<file path="src/rtl/alu_arbiter.sv">
`default_nettype none
// ============================================================================
// Module   : alu_arbiter
// Purpose  : Shares one combinational ALU between two requesters
//            (0 = execute stage, 1 = address/branch unit). Round-robin
//            arbitration, registered ALU drive, registered result returned
//            over a per-requester valid/ready response channel.
// Ports    : CLOCK_50, RESET_N (async, active-low)
//            req{0,1}_valid/ready/opcode/a/b : request channels
//            rsp{0,1}_valid/ready, rsp_result : response channels
//            alu_input_a/b, alu_opcode -> ALU ; alu_output <- ALU
//            busy : not idle ; ops_done : completed responses (wraps)
// Revision : 1.0 - initial release
// ============================================================================
module alu_arbiter #(
    parameter int DATA_WIDTH   = 32,
    parameter int OPCODE_WIDTH = 4,
    parameter int CNT_WIDTH    = 16
) (
    input  logic                    CLOCK_50,
    input  logic                    RESET_N,
    input  logic                    req0_valid,
    output logic                    req0_ready,
    input  logic [OPCODE_WIDTH-1:0] req0_opcode,
    input  logic [DATA_WIDTH-1:0]   req0_a,
    input  logic [DATA_WIDTH-1:0]   req0_b,
    input  logic                    req1_valid,
    output logic                    req1_ready,
    input  logic [OPCODE_WIDTH-1:0] req1_opcode,
    input  logic [DATA_WIDTH-1:0]   req1_a,
    input  logic [DATA_WIDTH-1:0]   req1_b,
    output logic                    rsp0_valid,
    input  logic                    rsp0_ready,
    output logic                    rsp1_valid,
    input  logic                    rsp1_ready,
    output logic [DATA_WIDTH-1:0]   rsp_result,
    output logic [DATA_WIDTH-1:0]   alu_input_a,
    output logic [DATA_WIDTH-1:0]   alu_input_b,
    output logic [OPCODE_WIDTH-1:0] alu_opcode,
    input  logic [DATA_WIDTH-1:0]   alu_output,
    output logic                    busy,
    output logic [CNT_WIDTH-1:0]    ops_done
);

    localparam logic [1:0] S_IDLE = 2'd0;
    localparam logic [1:0] S_EXEC = 2'd1;
    localparam logic [1:0] S_HOLD = 2'd2;

    localparam logic [CNT_WIDTH-1:0] c_cnt_one = {{(CNT_WIDTH-1){1'b0}}, 1'b1};

    logic [1:0]              r_state;
    logic [1:0]              w_state_next;
    logic                    r_ptr;
    logic                    r_owner;
    logic [DATA_WIDTH-1:0]   r_alu_a;
    logic [DATA_WIDTH-1:0]   r_alu_b;
    logic [OPCODE_WIDTH-1:0] r_alu_op;
    logic [DATA_WIDTH-1:0]   r_result;
    logic [CNT_WIDTH-1:0]    r_ops_done;

    logic                    w_grant0;
    logic                    w_grant1;
    logic                    w_done;

    // ------------------------------------------------------------------
    // State register
    // ------------------------------------------------------------------
    always_ff @(posedge CLOCK_50 or negedge RESET_N) begin
        if (!RESET_N) begin
            r_state <= S_IDLE;
        end else begin
            r_state <= w_state_next;
        end
    end

    // ------------------------------------------------------------------
    // Next-state and grant decode. Grants exist only in IDLE; a lone valid
    // requester always wins, the pointer only breaks ties. Only the
    // owner's rsp_ready can complete a HOLD, so the other channel's ready
    // never reaches the request side.
    // ------------------------------------------------------------------
    always_comb begin
        w_grant0     = 1'b0;
        w_grant1     = 1'b0;
        w_done       = 1'b0;
        w_state_next = r_state;
        case (r_state)
            S_IDLE: begin
                w_grant0 = req0_valid && (!req1_valid || !r_ptr);
                w_grant1 = req1_valid && (!req0_valid ||  r_ptr);
                if (w_grant0 || w_grant1) begin
                    w_state_next = S_EXEC;
                end
            end
            S_EXEC: begin
                w_state_next = S_HOLD;
            end
            S_HOLD: begin
                w_done = r_owner ? rsp1_ready : rsp0_ready;
                if (w_done) begin
                    w_state_next = S_IDLE;
                end
            end
            default: begin
                w_state_next = S_IDLE;
            end
        endcase
    end

    // ------------------------------------------------------------------
    // Datapath registers
    // ------------------------------------------------------------------
    always_ff @(posedge CLOCK_50 or negedge RESET_N) begin
        if (!RESET_N) begin
            r_ptr      <= 1'b0;
            r_owner    <= 1'b0;
            r_alu_a    <= '0;
            r_alu_b    <= '0;
            r_alu_op   <= '0;
            r_result   <= '0;
            r_ops_done <= '0;
        end else begin
            if (w_grant0 || w_grant1) begin
                r_alu_a  <= w_grant1 ? req1_a      : req0_a;
                r_alu_b  <= w_grant1 ? req1_b      : req0_b;
                r_alu_op <= w_grant1 ? req1_opcode : req0_opcode;
                r_owner  <= w_grant1;
                // Pointer moves to the requester that lost this grant.
                r_ptr    <= w_grant0;
            end
            if (r_state == S_EXEC) begin
                r_result <= alu_output;
            end
            if (w_done) begin
                r_ops_done <= r_ops_done + c_cnt_one;
            end
        end
    end

    // ------------------------------------------------------------------
    // Outputs
    // ------------------------------------------------------------------
    assign req0_ready  = w_grant0;
    assign req1_ready  = w_grant1;
    assign rsp0_valid  = (r_state == S_HOLD) && !r_owner;
    assign rsp1_valid  = (r_state == S_HOLD) &&  r_owner;
    assign rsp_result  = r_result;
    assign alu_input_a = r_alu_a;
    assign alu_input_b = r_alu_b;
    assign alu_opcode  = r_alu_op;
    assign busy        = (r_state != S_IDLE);
    assign ops_done    = r_ops_done;

endmodule
`default_nettype wire

</file>
<file path="config.mk">
export PLATFORM = sky130hd
export DESIGN_NAME = alu_arbiter
export DESIGN_NICKNAME = d
export VERILOG_FILES = /design/src/rtl/alu_arbiter.sv
export SDC_FILE = /design/constraint.sdc
export NUM_CORES = 1
export LEC_CHECK = 0
export CELL_PAD_IN_SITES_DETAIL_PLACEMENT = 0
export CELL_PAD_IN_SITES_GLOBAL_PLACEMENT = 1
export CORE_UTILIZATION = 25
export DETAILED_ROUTE_END_ITERATION = 10
export PLACE_DENSITY = 0.85
export SLEW_MARGIN = 15
export SYNTH_ARGS = -nofsm -noshare
export SYNTH_HDL_FRONTEND = slang
export SYNTH_SLANG_ARGS = --single-unit
export TNS_END_PERCENT = 20
</file>
<file path="constraint.sdc">
create_clock -name CLOCK_50 -period 1.7 [get_ports CLOCK_50]
set_clock_uncertainty 0.15 [all_clocks]
set_input_delay 0.17 -clock CLOCK_50 [delete_from_list [all_inputs] [get_ports CLOCK_50]]
set_output_delay 0.17 -clock CLOCK_50 [all_outputs]
set_load 0.05 [all_outputs]
</file>
==> results_dict.tcl <==
set metrics [dict create \
    tightest_slew_ps 357.0 \
    wirelength_mm 16.86 \
    ys_seq_elements 120 \
    yosys.cell_types.count 22 \
    rsz0062_at_grt "true" \
    cts.path.max_buffers 2 \
    hold_path_class "in -> async" \
    drv_cap 0 \
    dieArea_um2 21170 \
    max_freq_ghz 0.5549 \
    cts_sinks 120 \
    synth_top_area_share_pct 58.32 \
    worst_hold_slack_ps 45.72 \
    p_per_area_nw_per_um2 2203 \
    grt_overflow_total 0 \
    grt_util_all_layers_pct 16.48 \
    cts_root_buf "clkbuf_16" \
    grt_pass1_vias 5029 \
    clkLatencyLatePin_ps 400 \
    synth_cells 521 \
    port_buffers 294 \
    place_ws_ps -197.9 \
    slew_headroom_pct 75.69 \
    yosys_warnings 0 \
    globalplace.congestion 0.7562 \
    diodes 0 \
    synthTopCellsByArea "dfrtp_1 (58%), nand2_1 (11%), a31oi_1 (8.3%), mux2_2 (7.4%), nor2_1 (5.3%)" \
    drv_slew 0 \
    drt_iter0_markers 181 \
    final_common_cell "clkdlybuf4s50_1" \
    status "finished with violations" \
    wire_per_inst_um 15.00 \
    n_fill_cell 1883 \
    failed_checks "setup timing" \
    clk_pin_slew_ps 60 \
    start_util_pct 25.45 \
    ir_drop_mv 1.097 \
    hold_violations 0 \
    crit_type "reg -> out" \
    die_w_um 145.5 \
    synthToLayoutAreaGrowth_pct 80.19 \
    cts_inserted_buffers 17 \
    yosys.area.top_type "dfrtp_1" \
    seq_area_frac_synth_pct 58.32 \
    worstPathRequired_ps 1380 \
    critPathCaptureType "output port" \
    final_cell_mix "clkdlybuf4s50_1 (172), nand2_1 (144), buf_4 (139), dfrtp_1 (110), nor2_1 (69)" \
    drive_gt1_share_pct 29.74 \
    syn_area_um2 5149 \
    rows 52 \
    antenna_found_initial 0 \
    multi_input_area_um2 2031 \
    vias 4978 \
    crit_fanout 3 \
    grt_pass1_wl_mm 27.12 \
    register_area_um2 3015 \
    synth_nets 696 \
    nNetsFinal 1017 \
    postSynthAreaPerCell_um2 9.882 \
    htree_levels 4 \
    coreArea_um2 20230 \
    dpl.hpwl_mm 11.84 \
    crit_arrival_ps 1480 \
    fin_ws_ps -102.2 \
    fin_crit_sh_pct 106.0 \
    die_y_um 145.5 \
    drtAntennaViolNets 0 \
    via_per_inst 4.429 \
    post-route-min-period_ps 1802 \
    first_pass_iters 5 \
    setup_viol 19 \
    cts_tree "done" \
    boundaryPins 295 \
    worstSetupStartpointType "register" \
    p_leak_nw 4.154 \
    grt_max_degree 48 \
    drc_errors 0 \
]
-- cells by family (layout without fill, tap and decap cells) --
kind of cell	after synthesis	count (layout)	share of synthesized area, %
XOR/XNOR	15	15	2.552
AO/OA/AOI/OAI	70	70	8.457
adder cells (fa/ha/maj)	1	1	0.2430
buffers and inverters	41	374	3.499
AND/OR/NAND/NOR	239	239	19.05
multiplexers	35	35	7.874
flip-flops	120	120	58.32
-- repair_timing --
item / CTS / global route
resized for setup: 16 / 8
pin swaps: 4 / 1
hold buffers: 1 / 0
buffers inserted: 4 / 2
cloned: 3 / 0
hold endpoints to repair: 120 / 0
setup endpoints to repair: 6 / 79
-- area by class of cell --
class | instances | share of cell area [%]
clock buffer | 18 | 4.734
multi-input combinational | 360 | 21.89
tap | 270 | 3.641
timing repair buffer | 336 | 35.06
inverter | 7 | 0.3641
clock inverter | 13 | 1.807
sequential | 120 | 32.50
-- final timing paths --
kind                         startpoint               to  slack [ps]  depth (start not counted)
max reg2reg                  r_state[1]  alu_input_b[15]         -60                          7
max                          r_state[1]       req0_ready        -100                          5
min in group CLOCK_50        req0_b[14]  alu_input_b[14]         170                          3
min                             RESET_N   rsp_result[25]          50                          2
max in group asynchronous       RESET_N    alu_opcode[1]         790                          3
min reg2reg                ops_done[15]     ops_done[15]         340                          1
-- critical path, stage by stage (launching register included) --
cell	delay (ps)
dfrtp_2	440
nor3b_2	230
nand2_2	120
inv_4	80
buf_12	100
buf_12	120
-- power breakdown --
| group | total [mW] | switching (mW) | internal [mW] |
|---|---|---|---|
| Sequential | 5.09 | 0.846 | 4.25 |
| Combinational | 11.6 | 7.46 | 4.15 |
| Clock | 3.75 | 1.39 | 2.35 |
-- state kept, by name, summed over array words and instances (netlist names) --
name,count
rsp_result,32
alu_opcode,4
r_state,2
r_ptr,1
alu_input_a,32
ops_done,16
alu_input_b,32
r_owner,1
-- cell usage after synthesis, drive strengths merged --
| master | n |
|---|---|
| nor3 | 2 |
| nand2b | 3 |
| ha | 1 |
| and3 | 1 |
| buf | 21 |
| and4 | 1 |
| xor2 | 3 |
| nand2 | 145 |
| mux2 | 34 |
| nor2 | 73 |
| nor3b | 1 |
| nor4 | 2 |
| clkbuf | 13 |
| mux2i | 1 |
| xnor2 | 12 |
| dfrtp | 120 |
| nand3 | 4 |
| nand4 | 7 |
| inv | 7 |
| a31oi | 68 |
| o21ai | 2 |
-- through the flow --
stage	instances	TNS, ps	util [%]	power (mW)	instance area [µm²]
final	1124	-873.9	45.85	20.44	9278
after global routing	1124	-4789	45.85	21.51	9278
after CTS	1122	-1818	45.63	20.64	9233
after detailed placement	1083	-11180	41.75	16.40	8448
after global placement	1083	-8683	41.75	16.25	8448
after floorplan	521	-15.83	-	12.30	5159
-- metal layers --
| layer | GRT usage, % | part of all wire [%] | up-vias |
|---|---|---|---|
| met5 | 0 | 0 | - |
| met4 | 5.316 | 1.5 | 0 |
| met3 | 5.611 | 7.6 | 17 |
| met2 | 27.45 | 48 | 209 |
| met1 | 19.97 | 42 | 2352 |
| li1 | - | - | 2400 |
(Power assumes the default switching activity.)
